## src/rtl/rds_pkg.sv

```systemverilog
// -----------------------------------------------------------------------------
// rds_pkg
// Shared declarations for the RDS pair scheduler slice.
//   - RDS_SAMPLE_W  : default sample width of the RDS filter chain outputs
//   - sched_state_t : pairing scheduler state (SYNC / RUN / FLUSH)
//   - sat_inc16     : saturating 16-bit increment used by event counters
// -----------------------------------------------------------------------------
package rds_pkg;

  localparam int RDS_SAMPLE_W = 32;

  typedef enum logic [1:0] {
    SYNC  = 2'd0,
    RUN   = 2'd1,
    FLUSH = 2'd2
  } sched_state_t;

  // Increment that sticks at all-ones instead of wrapping back to zero.
  function automatic logic [15:0] sat_inc16(input logic [15:0] value);
    logic [15:0] result;
    if (value == 16'hFFFF) begin
      result = value;
    end else begin
      result = value + 16'd1;
    end
    return result;
  endfunction

endpackage

```

## src/rtl/rds_sample_fifo.sv

```systemverilog
// -----------------------------------------------------------------------------
// rds_sample_fifo
// Single-clock synchronous FIFO holding samples of one RDS channel.
// Ports:
//   clk, reset        : clock, synchronous active-high reset
//   push, push_data   : write strobe and sample; ignored when full unless a
//                       pop happens in the same cycle
//   pop               : remove the head entry (ignored when empty)
//   clear             : synchronous flush of all entries
//   head_data         : entry at the read pointer (valid when !empty)
//   full, empty, count: occupancy status, count is $clog2(DEPTH)+1 bits
// -----------------------------------------------------------------------------
module rds_sample_fifo
  import rds_pkg::*;
#(
  parameter int DW    = RDS_SAMPLE_W,
  parameter int DEPTH = 8
) (
  input  logic                     clk,
  input  logic                     reset,
  input  logic                     push,
  input  logic [DW-1:0]            push_data,
  input  logic                     pop,
  input  logic                     clear,
  output logic [DW-1:0]            head_data,
  output logic                     full,
  output logic                     empty,
  output logic [$clog2(DEPTH):0]   count
);

  localparam int AW = $clog2(DEPTH);
  localparam int CW = AW + 1;

  logic [DW-1:0] mem_q [DEPTH];
  logic [DW-1:0] mem_d [DEPTH];
  logic [AW-1:0] wr_ptr_q, wr_ptr_d;
  logic [AW-1:0] rd_ptr_q, rd_ptr_d;
  logic [CW-1:0] count_q, count_d;
  logic          push_ok_s;
  logic          pop_ok_s;

  assign full      = (count_q == CW'(DEPTH));
  assign empty     = (count_q == {CW{1'b0}});
  assign count     = count_q;
  assign head_data = mem_q[rd_ptr_q];

  // Next-state for storage, pointers and occupancy; clear has priority.
  always_comb begin
    mem_d     = mem_q;
    wr_ptr_d  = wr_ptr_q;
    rd_ptr_d  = rd_ptr_q;
    count_d   = count_q;
    pop_ok_s  = pop && !empty;
    // A push into a full FIFO is accepted only when the head leaves this cycle.
    push_ok_s = push && (!full || pop_ok_s);
    if (clear) begin
      wr_ptr_d = {AW{1'b0}};
      rd_ptr_d = {AW{1'b0}};
      count_d  = {CW{1'b0}};
    end else begin
      if (push_ok_s) begin
        mem_d[wr_ptr_q] = push_data;
        wr_ptr_d        = wr_ptr_q + AW'(1);
      end else begin
        wr_ptr_d = wr_ptr_q;
      end
      if (pop_ok_s) begin
        rd_ptr_d = rd_ptr_q + AW'(1);
      end else begin
        rd_ptr_d = rd_ptr_q;
      end
      case ({push_ok_s, pop_ok_s})
        2'b10:   count_d = count_q + CW'(1);
        2'b01:   count_d = count_q - CW'(1);
        default: count_d = count_q;
      endcase
    end
  end

  // State registers with synchronous reset.
  always_ff @(posedge clk) begin
    if (reset) begin
      for (int i = 0; i < DEPTH; i++) begin
        mem_q[i] <= {DW{1'b0}};
      end
      wr_ptr_q <= {AW{1'b0}};
      rd_ptr_q <= {AW{1'b0}};
      count_q  <= {CW{1'b0}};
    end else begin
      for (int i = 0; i < DEPTH; i++) begin
        mem_q[i] <= mem_d[i];
      end
      wr_ptr_q <= wr_ptr_d;
      rd_ptr_q <= rd_ptr_d;
      count_q  <= count_d;
    end
  end

endmodule

```

## src/rtl/rds_pair_scheduler.sv

```systemverilog
// -----------------------------------------------------------------------------
// rds_pair_scheduler
// Pairs samples of two free-running RDS filter outputs (A: 57 kHz band-pass of
// the FM baseband, B: tripled-pilot 57 kHz carrier) and streams aligned {B,A}
// pairs on an AXI-Stream master. Per-channel FIFOs absorb source skew; any
// overflow flushes both channels and re-aligns on the next joint strobe.
// Ports:
//   clk, reset            : clock, synchronous active-high reset
//   a_data, a_valid       : channel A sample and 1-cycle strobe (no ready)
//   b_data, b_valid       : channel B sample and 1-cycle strobe (no ready)
//   m_tdata               : {B,A}, A in [DW-1:0]
//   m_tvalid, m_tready    : AXIS handshake
//   m_tlast               : last pair of each FRAME_LEN-pair frame
//   resync_pulse          : 1-cycle pulse for every overflow-triggered resync
//   drop_count            : saturating count of resync events
// -----------------------------------------------------------------------------
module rds_pair_scheduler
  import rds_pkg::*;
#(
  parameter int DW        = RDS_SAMPLE_W,
  parameter int DEPTH     = 8,
  parameter int FRAME_LEN = 256
) (
  input  logic              clk,
  input  logic              reset,
  input  logic [DW-1:0]     a_data,
  input  logic              a_valid,
  input  logic [DW-1:0]     b_data,
  input  logic              b_valid,
  output logic [2*DW-1:0]   m_tdata,
  output logic              m_tvalid,
  output logic              m_tlast,
  input  logic              m_tready,
  output logic              resync_pulse,
  output logic [15:0]       drop_count
);

  localparam int CW  = $clog2(DEPTH) + 1;
  localparam int FCW = (FRAME_LEN > 1) ? $clog2(FRAME_LEN) : 1;
  localparam logic [FCW-1:0] LAST_IDX = FCW'(FRAME_LEN - 1);

  sched_state_t     state_q, state_d;
  logic [2*DW-1:0]  m_tdata_q, m_tdata_d;
  logic             m_tvalid_q, m_tvalid_d;
  logic             m_tlast_q, m_tlast_d;
  logic [FCW-1:0]   frame_cnt_q, frame_cnt_d;
  logic             resync_pulse_q, resync_pulse_d;
  logic [15:0]      drop_count_q, drop_count_d;

  logic             a_push_s, b_push_s;
  logic             pop_s;
  logic             fifo_clear_s;
  logic             a_ovf_s, b_ovf_s;
  logic [DW-1:0]    a_head_s, b_head_s;
  logic             a_full_s, b_full_s;
  logic             a_empty_s, b_empty_s;
  logic [CW-1:0]    a_count_s, b_count_s;

  rds_sample_fifo #(
    .DW    (DW),
    .DEPTH (DEPTH)
  ) u_fifo_a (
    .clk       (clk),
    .reset     (reset),
    .push      (a_push_s),
    .push_data (a_data),
    .pop       (pop_s),
    .clear     (fifo_clear_s),
    .head_data (a_head_s),
    .full      (a_full_s),
    .empty     (a_empty_s),
    .count     (a_count_s)
  );

  rds_sample_fifo #(
    .DW    (DW),
    .DEPTH (DEPTH)
  ) u_fifo_b (
    .clk       (clk),
    .reset     (reset),
    .push      (b_push_s),
    .push_data (b_data),
    .pop       (pop_s),
    .clear     (fifo_clear_s),
    .head_data (b_head_s),
    .full      (b_full_s),
    .empty     (b_empty_s),
    .count     (b_count_s)
  );

  // Scheduler FSM next state, pair pop, output register and counters.
  always_comb begin
    state_d        = state_q;
    m_tdata_d      = m_tdata_q;
    m_tvalid_d     = m_tvalid_q;
    m_tlast_d      = m_tlast_q;
    frame_cnt_d    = frame_cnt_q;
    resync_pulse_d = 1'b0;
    drop_count_d   = drop_count_q;
    a_push_s       = 1'b0;
    b_push_s       = 1'b0;
    pop_s          = 1'b0;
    fifo_clear_s   = 1'b0;
    a_ovf_s        = 1'b0;
    b_ovf_s        = 1'b0;

    case (state_q)
      SYNC: begin
        // Alignment point: only a joint strobe starts a new pairing epoch.
        if (a_valid && b_valid) begin
          a_push_s = 1'b1;
          b_push_s = 1'b1;
          state_d  = RUN;
        end else begin
          state_d  = SYNC;
        end
      end

      RUN: begin
        pop_s = !a_empty_s && !b_empty_s && (!m_tvalid_q || m_tready);
        // Full flag and count are both consulted so a corrupted status bit
        // still forces a resync instead of silently losing alignment.
        a_ovf_s  = a_valid && !pop_s && (a_full_s || (a_count_s >= CW'(DEPTH)));
        b_ovf_s  = b_valid && !pop_s && (b_full_s || (b_count_s >= CW'(DEPTH)));
        a_push_s = a_valid && !a_ovf_s;
        b_push_s = b_valid && !b_ovf_s;

        if (pop_s) begin
          m_tdata_d  = {b_head_s, a_head_s};
          m_tvalid_d = 1'b1;
          m_tlast_d  = (frame_cnt_q == LAST_IDX);
          if (frame_cnt_q == LAST_IDX) begin
            frame_cnt_d = {FCW{1'b0}};
          end else begin
            frame_cnt_d = frame_cnt_q + FCW'(1);
          end
        end else if (m_tvalid_q && m_tready) begin
          m_tvalid_d = 1'b0;
        end else begin
          m_tvalid_d = m_tvalid_q;
        end

        // Overflow on either or both channels yields one flush.
        if (a_ovf_s || b_ovf_s) begin
          state_d = FLUSH;
        end else begin
          state_d = RUN;
        end
      end

      FLUSH: begin
        // Any held pair is abandoned here; inputs this cycle are dropped.
        fifo_clear_s   = 1'b1;
        frame_cnt_d    = {FCW{1'b0}};
        m_tvalid_d     = 1'b0;
        resync_pulse_d = 1'b1;
        drop_count_d   = sat_inc16(drop_count_q);
        state_d        = SYNC;
      end

      default: begin
        fifo_clear_s = 1'b1;
        m_tvalid_d   = 1'b0;
        frame_cnt_d  = {FCW{1'b0}};
        state_d      = SYNC;
      end
    endcase
  end

  // Registered state and outputs with synchronous reset.
  always_ff @(posedge clk) begin
    if (reset) begin
      state_q        <= SYNC;
      m_tdata_q      <= {(2*DW){1'b0}};
      m_tvalid_q     <= 1'b0;
      m_tlast_q      <= 1'b0;
      frame_cnt_q    <= {FCW{1'b0}};
      resync_pulse_q <= 1'b0;
      drop_count_q   <= 16'd0;
    end else begin
      state_q        <= state_d;
      m_tdata_q      <= m_tdata_d;
      m_tvalid_q     <= m_tvalid_d;
      m_tlast_q      <= m_tlast_d;
      frame_cnt_q    <= frame_cnt_d;
      resync_pulse_q <= resync_pulse_d;
      drop_count_q   <= drop_count_d;
    end
  end

  assign m_tdata      = m_tdata_q;
  assign m_tvalid     = m_tvalid_q;
  assign m_tlast      = m_tlast_q;
  assign resync_pulse = resync_pulse_q;
  assign drop_count   = drop_count_q;

endmodule

```

## config.mk

```make
export PLATFORM = sky130hd
export DESIGN_NAME = rds_pair_scheduler
export DESIGN_NICKNAME = d
export VERILOG_FILES = /design/src/rtl/rds_pkg.sv /design/src/rtl/rds_sample_fifo.sv /design/src/rtl/rds_pair_scheduler.sv
export SDC_FILE = /design/constraint.sdc
export NUM_CORES = 1
export LEC_CHECK = 0
export CAP_MARGIN = 20
export CELL_PAD_IN_SITES_DETAIL_PLACEMENT = 1
export CELL_PAD_IN_SITES_GLOBAL_PLACEMENT = 2
export CORE_ASPECT_RATIO = 1.75
export CORE_MARGIN = 1.5
export CORE_UTILIZATION = 42
export CTS_BUF_LIST = sky130_fd_sc_hd__clkbuf_8
export CTS_CLUSTER_SIZE = 28
export DETAILED_ROUTE_END_ITERATION = 10
export HOLD_SLACK_MARGIN = 0.15
export PLACE_DENSITY_LB_ADDON = 0.15
export SKIP_CTS_REPAIR_TIMING = 1
export SYNTH_ARGS = -nofsm -noshare
export SYNTH_HDL_FRONTEND = slang
export SYNTH_SLANG_ARGS = --single-unit
```

## constraint.sdc

```tcl
create_clock -name clk -period 3.3 [get_ports clk]
set_clock_uncertainty 0.15 [all_clocks]
set_input_delay 0.33 -clock clk [delete_from_list [all_inputs] [get_ports clk]]
set_output_delay 0.33 -clock clk [all_outputs]
set_load 0.02 [all_outputs]
```

* Word-level counts from Yosys, hierarchy flattened
Cells that the tools add are included.
** Word-level totals
- Output and inout bits :: 83
- Word-level logic and storage cells :: 137
- Flip-flop bits (word level) :: 625
- Input bits :: 69
** Operators by class
- Bitwise gates (word level) :: 7
- Equality and inequality tests :: 12
- Magnitude comparators :: 8
- Reductions and logical operators :: 43
- Add/sub/neg operators :: 10
- Muxes and demuxes :: 28
** Operators with widths (number)
- 256-bit bitwise mux :: 2
- 32-bit binary-select mux with 3-bit select :: 2
- 32-bit demux with 3-bit select :: 2
- 32-bit 2-to-1 mux :: 6
- 4-bit greater-or-equal comparator, second input constant :: 6
- 16-bit by 1-bit adder with 16-bit output, second input constant :: 1
- 16-bit == test, second input constant :: 1
- 1-bit logical AND :: 16
- 8-bit 2-to-1 mux :: 2
- 3-bit NOT with 4-bit output :: 4
- 4-bit one-hot mux with 2 select lines :: 2
- 8-bit one-hot mux with 2 select lines :: 1
- 3-bit by 1-bit adder with 3-bit output, second input constant :: 4
- 2-bit AND reduction :: 6
- 4-bit by 1-bit adder with 4-bit output, second input constant :: 2
- 8-bit by 1-bit adder with 8-bit output, second input constant :: 1
- 4-bit == test, second input constant :: 2
- 8-bit == test, second input constant :: 1
- 1-bit zero test :: 8
- 4-bit zero test :: 2
- 4-bit by 1-bit < comparator with 1-bit output, second input constant :: 2
- 4-bit by 1-bit subtractor with 4-bit output, second input constant :: 2
- 2-bit by 1-bit == test with 1-bit output, second input constant :: 3
- 2-bit == test, second input constant :: 3
- other kinds (11) :: 27

* Logic depth before layout (Yosys ltp)
- Word-level depth :: 13
- Gate-level depth with buffers :: 12
- Mapped depth without buffers :: 10

* Hierarchy
From an unflattened synthesis, not the netlist that was laid out.
** Second synthesis, totals
- Cells, all modules :: 2550
- Area, all modules :: 27650.3 sq um
** Modules (own cells, without submodules)
- rds_sample_fifo :: cells each 1044, area an instance 11976.5 sq um, instances 2, seq. area each 5325.1 sq um
- rds_pair_scheduler :: cells each 462, area an instance 3697.3 sq um, instances 1, seq. area each 1861.8 sq um

* Worst setup path before layout
Ideal clock, no wire load.
- Path kind :: reg-to-reg
- Start :: register m_tvalid_q, in the netlist m_tvalid
- End :: register u_fifo_a.count_q[3], in the netlist u_fifo_a.count[3]
- Clock period less this slack :: 3.012 ns
- Library setup time :: 0.070 ns
- Stages on the path, launching flop included :: 13
- Data arrival time :: 2.792 ns
- Buffers on the path :: 3
- Required time :: 3.080 ns
- Path slack :: 0.288 ns
- Path through :: dfxtp_1 -> nor2b_4 -> buf_6 -> nor4_1 -> clkbuf_1 -> clkbuf_1 -> ha_1 -> ha_1 -> a21o_1 -> a21oi_1 -> xnor2_1 -> or3_1 -> a21oi_1
** On the way
- Elaborated cells between the ends (all ways) :: 17
- Classes of those cells :: eq/ne (2); mux (3); reduce/logical (12)
** RTL lines
- start: declaration :: line rds_pair_scheduler.sv:44 : logic m_tvalid_q, m_tvalid_d;
- start signal: assignment :: line rds_pair_scheduler.sv:183 : m_tvalid_q <= m_tvalid_d;
- 1-bit zero test (*) :: line rds_pair_scheduler.sv:120 : pop_s = !a_empty_s && !b_empty_s && (!m_tvalid_q || m_tready);
- 1-bit logical OR (*) :: line rds_pair_scheduler.sv:120
- 1-bit logical AND (*) :: line rds_pair_scheduler.sv:120
- 1-bit 2-to-1 mux (*) :: line rds_pair_scheduler.sv:107 : case (state_q)
- 1-bit logical AND (*) :: line rds_sample_fifo.sv:53 : pop_ok_s = pop && !empty;
- named net u_fifo_a.pop_ok_s :: line rds_sample_fifo.sv:40 : logic pop_ok_s;
- 1-bit logical OR :: line rds_sample_fifo.sv:55 : push_ok_s = push && (!full || pop_ok_s);
- 1-bit logical AND :: line rds_sample_fifo.sv:55
- 2-bit by 1-bit == test with 1-bit output or 2-bit == test (tied branches) :: line rds_sample_fifo.sv:72 : case ({push_ok_s, pop_ok_s})
- 4-bit one-hot mux with 2 select lines or 2-bit nonzero test (tied branches)
- end signal: assignment :: line rds_sample_fifo.sv:88 : count_q <= {CW{1'b0}};
- end signal: assignment :: line rds_sample_fifo.sv:95 : count_q <= count_d;
- end: declaration :: line rds_sample_fifo.sv:38 : logic [CW-1:0] count_q, count_d;
Mark *: on every way through the listed nets, which the timed path passes. The rest lies on a longest branch.
A chain may end at the register's enable or synchronous reset.

* Worst setup path after layout
- Start :: register state_q[0]
- End :: register u_fifo_a.count_q[3], in the netlist u_fifo_a.count[3]
** On the way
- Cells in the longest elaborated chain, start to end :: 7
- Elaborated cells between the ends (all ways) :: 14
- Classes of those cells :: eq/ne (3); mux (3); bitwise (1); reduce/logical (7)
** Ends and longest elaborated chain
- start: declaration :: line rds_pair_scheduler.sv:42 : sched_state_t state_q, state_d;
- start signal: assignment :: line rds_pair_scheduler.sv:181 : state_q <= state_d;
- 2-bit by 1-bit == test with 1-bit output :: line rds_pair_scheduler.sv:107
- 1-bit 2-to-1 mux :: line rds_pair_scheduler.sv:107
- 1-bit logical AND :: line rds_sample_fifo.sv:53
- 1-bit logical OR :: line rds_sample_fifo.sv:55
- 1-bit logical AND :: line rds_sample_fifo.sv:55
- 2-bit by 1-bit == test with 1-bit output or 2-bit == test (tied branches) :: line rds_sample_fifo.sv:72
- 4-bit one-hot mux with 2 select lines or 2-bit nonzero test (tied branches)
Several ways; a longest one is shown, not always the timed one.

==> metrics.txt <==
Slew HR=0.450; static leakage=between 10 and 15 nW; critical path launch point type=register; r2r startpoint=state_q[0]$_SDFF_PP0_; final cell count without fillers=~3,500; placer congestion estimate=0.727; HPWL after DPL=43,700 µm; Die ar.=67,600 µm²; Num CTS Buffers=99; core area=65,300 µm²; Final Max Tran Viols=0; GRT busiest layer=met2; Primary FF master, synth=dfxtp_1; Chip Width=197 µm; internal power=~12 mW; residual DRC count=0; total wire length=between 70,000 and 80,000 µm; total number of vias=18,600; Yosys warning total=0; CTS Buffer Depth=3; initial antenna violation count=6; initial DRC count=546; worst hold slack=0.225 ns; DIE HEIGHT=343 µm; fin crit share=0.906; design area=31,700 µm²; clk_lat worst skew=0.70 ns; M3 GR Usage=0.0410; Yosys top cell area share=0.451; met1 usage in global routing=0.244; share of layout cells above drive strength 1=0.133; leading area contributor after synthesis=dfxtp_1; max cap viols=0; Reg clk slew, reported paths=0.05 ns; Final Worst Setup Slack=0.311 ns; status=finished, final reports clean; CTS tree=built; met2 Usage GRT=0.403; syn nets=2,572; Post-synth EDFFs=0; fillers=6,983; measured slew at the worst slew-check pin=around 0.83 ns; Worst Setup SP=state_q[0]$_SDFF_PP0_; post-route ant nets=0; Register Area=12,500 µm²; synthesized area=around 28,000 µm²; Min-Delay Path Class=primary input to register; Net Switching=3.90 mW; total negative slack=0 ns; gr ovfl total=0; critical path type=register to register; pre-CTS setup slack=0.129 ns; post-synth cell types=51; fin crit period=2.99 ns; RSZ-0062 raised after global routing=no; synthesized flop and latch total=625; CTS sink count=625; Finished Core Util=0.486; placed cell areas=29,800 µm²; DP Cell Count=roughly 3,300; Worst Path Arrival=3.46 ns; Finish-stage setup viols=0; row count=around 120; Synth Instances=~2,500; crit path max fanout=11; Root Driver=clkbuf_8; area of the multi-input gates=13,900 µm²; port bufs=around 150; Max IR drop VDD=0.304 mV; Avg Cell Area, Syn=11.1 µm²; vias in the first global route=20,500; Setup crit end kind=register; fmax=335 MHz; Power Dens Cells=~490 nW/µm²; Hold Startpoint=a_valid; All-Layer GR Usage=0.216; final hold violation count=0; Layout Nets=approximately 2,600; required time worst endpoint=between 3 and 4 ns; main area contributors after synthesis=dfxtp_1, mux2i_1, mux4_2; DR WL/cell=20.5 µm; io pins=roughly 150; Initial Util=0.425; Area Overhead vs Synth=14.4%; total power=15.6 mW; routed vias/inst=5.31; largest net degree at the start of global routing=approximately 110; CTS H-tree depth=3; global-route wire length before repair=114,000 µm; post-synthesis sequential area ratio=0.451; Sw Ratio=0.251; drt pass-1 iters=4; sequential share of power=0.504; share of synthesized registers carrying an async set or reset=0; Clock Power Share=0.410; Comb power frac=0.086
kinds of logic (layout without fill, tap and decap cells):
family,after synthesis,after routing,synth area share
and+or+nand+nor,739,739,0.138
muxes,711,711,0.314
DFF,625,625,0.451
buffers and inverters,256,390,0.0489
AOI/OAI and AO/OA,115,115,0.0317
xor gates and xnor gates,29,29,0.00916
adders and majority gates,14,14,0.00686
other,0,2,0
layout make-up:
| type | instances | area share |
|---|---|---|
| timing repair buffer | 210 | 0.0701 |
| antenna | 2 | 0.000158 |
| clock buffer | 124 | 0.0538 |
| tap | 882 | 0.0348 |
| sequential | 625 | 0.395 |
| multi-input combinational | 1608 | 0.439 |
| clock inverter | 48 | 0.00595 |
| inverter | 8 | 0.000946 |
cell usage in the layout (no fill, tap or decap), drive strengths merged, types with 3 or more instances in the layout:
cell type,count
dfxtp,625
mux2i,583
nor2,372
nand2b,291
clkdlybuf4s50,150
mux4,128
clkbuf,124
a211oi,66
buf,59
inv,51
a21oi,19
nand2,18
xor2,17
xnor2,12
ha,12
nand4,10
o211ai,10
o21ai,8
nor4,8
or3,7
nor3,6
nand3,5
nand4b,4
clkinv,4
and4,3
nor2b,3
nor3b,3
power groups by stage:
stage	combinational (mW)	sequential (mW)	clock (mW)
2_1_floorplan	0.942	7.99	0
3_3_place_gp	1.31	8.01	0
3_5_place_dp	1.35	8.02	0
4_1_cts	1.36	7.86	6.64
5_1_grt	1.46	7.87	6.98
6_report	1.34	7.86	6.39
synth_stat cells (all sizes together), types with 3 or more instances:
library cell / number
mux4: 128
nor4: 8
ha: 12
nor2: 372
or3: 7
and4: 3
o21ai: 8
inv: 8
a211oi: 66
nor3: 6
xor2: 17
xnor2: 12
nand2: 18
nand4b: 4
nand2b: 291
a21oi: 19
nand3: 5
nand4: 10
buf: 108
nor3b: 3
o211ai: 10
nor2b: 3
clkbuf: 140
mux2i: 583
dfxtp: 625
critical path: stages (launching register included):
cell,delay (ns)
dfxtp_1,0.58
nand2b_1,0.19
o21ai_0,0.38
o21ai_0,0.20
ha_1,0.26
ha_1,0.28
a21o_1,0.18
a21oi_1,0.17
xnor2_1,0.09
or3_1,0.31
a21oi_1,0.13
sequential cells by signal, summed over array words and instances (netlist names):
name / flops
drop_count: 16
u_fifo_b.rd_ptr_q: 3
state_q: 2
frame_cnt_q: 8
u_fifo_b.count: 4
u_fifo_b.mem_q: 256
u_fifo_a.mem_q: 256
u_fifo_a.wr_ptr_q: 3
resync_pulse: 1
u_fifo_b.wr_ptr_q: 3
u_fifo_a.rd_ptr_q: 3
m_tdata: 64
u_fifo_a.count: 4
m_tlast: 1
m_tvalid: 1
routing by layer:
| layer | up-vias | wire length, µm |
|---|---|---|
| li1 | 8757 | - |
| met4 | 10 | 1610 |
| met1 | 9458 | 29300 |
| met2 | 287 | 38000 |
| met5 | - | 61 |
| met3 | 121 | 2840 |
final timing paths:
| path | endpoint | slack, ns | cells after the start |
|---|---|---|---|
| max | u_fifo_a.count[3]$_SDFFE_PP0P_ | 0.31 | 10 |
| min | state_q[1]$_SDFF_PP0_ | 0.23 | 3 |
| max reg2reg | u_fifo_a.count[3]$_SDFFE_PP0P_ | 0.31 | 10 |
| min reg2reg | u_fifo_a.mem_q[26]$_SDFFE_PP0P_ | 0.32 | 2 |
No activity file was read; power rests on OpenSTA's default activity.
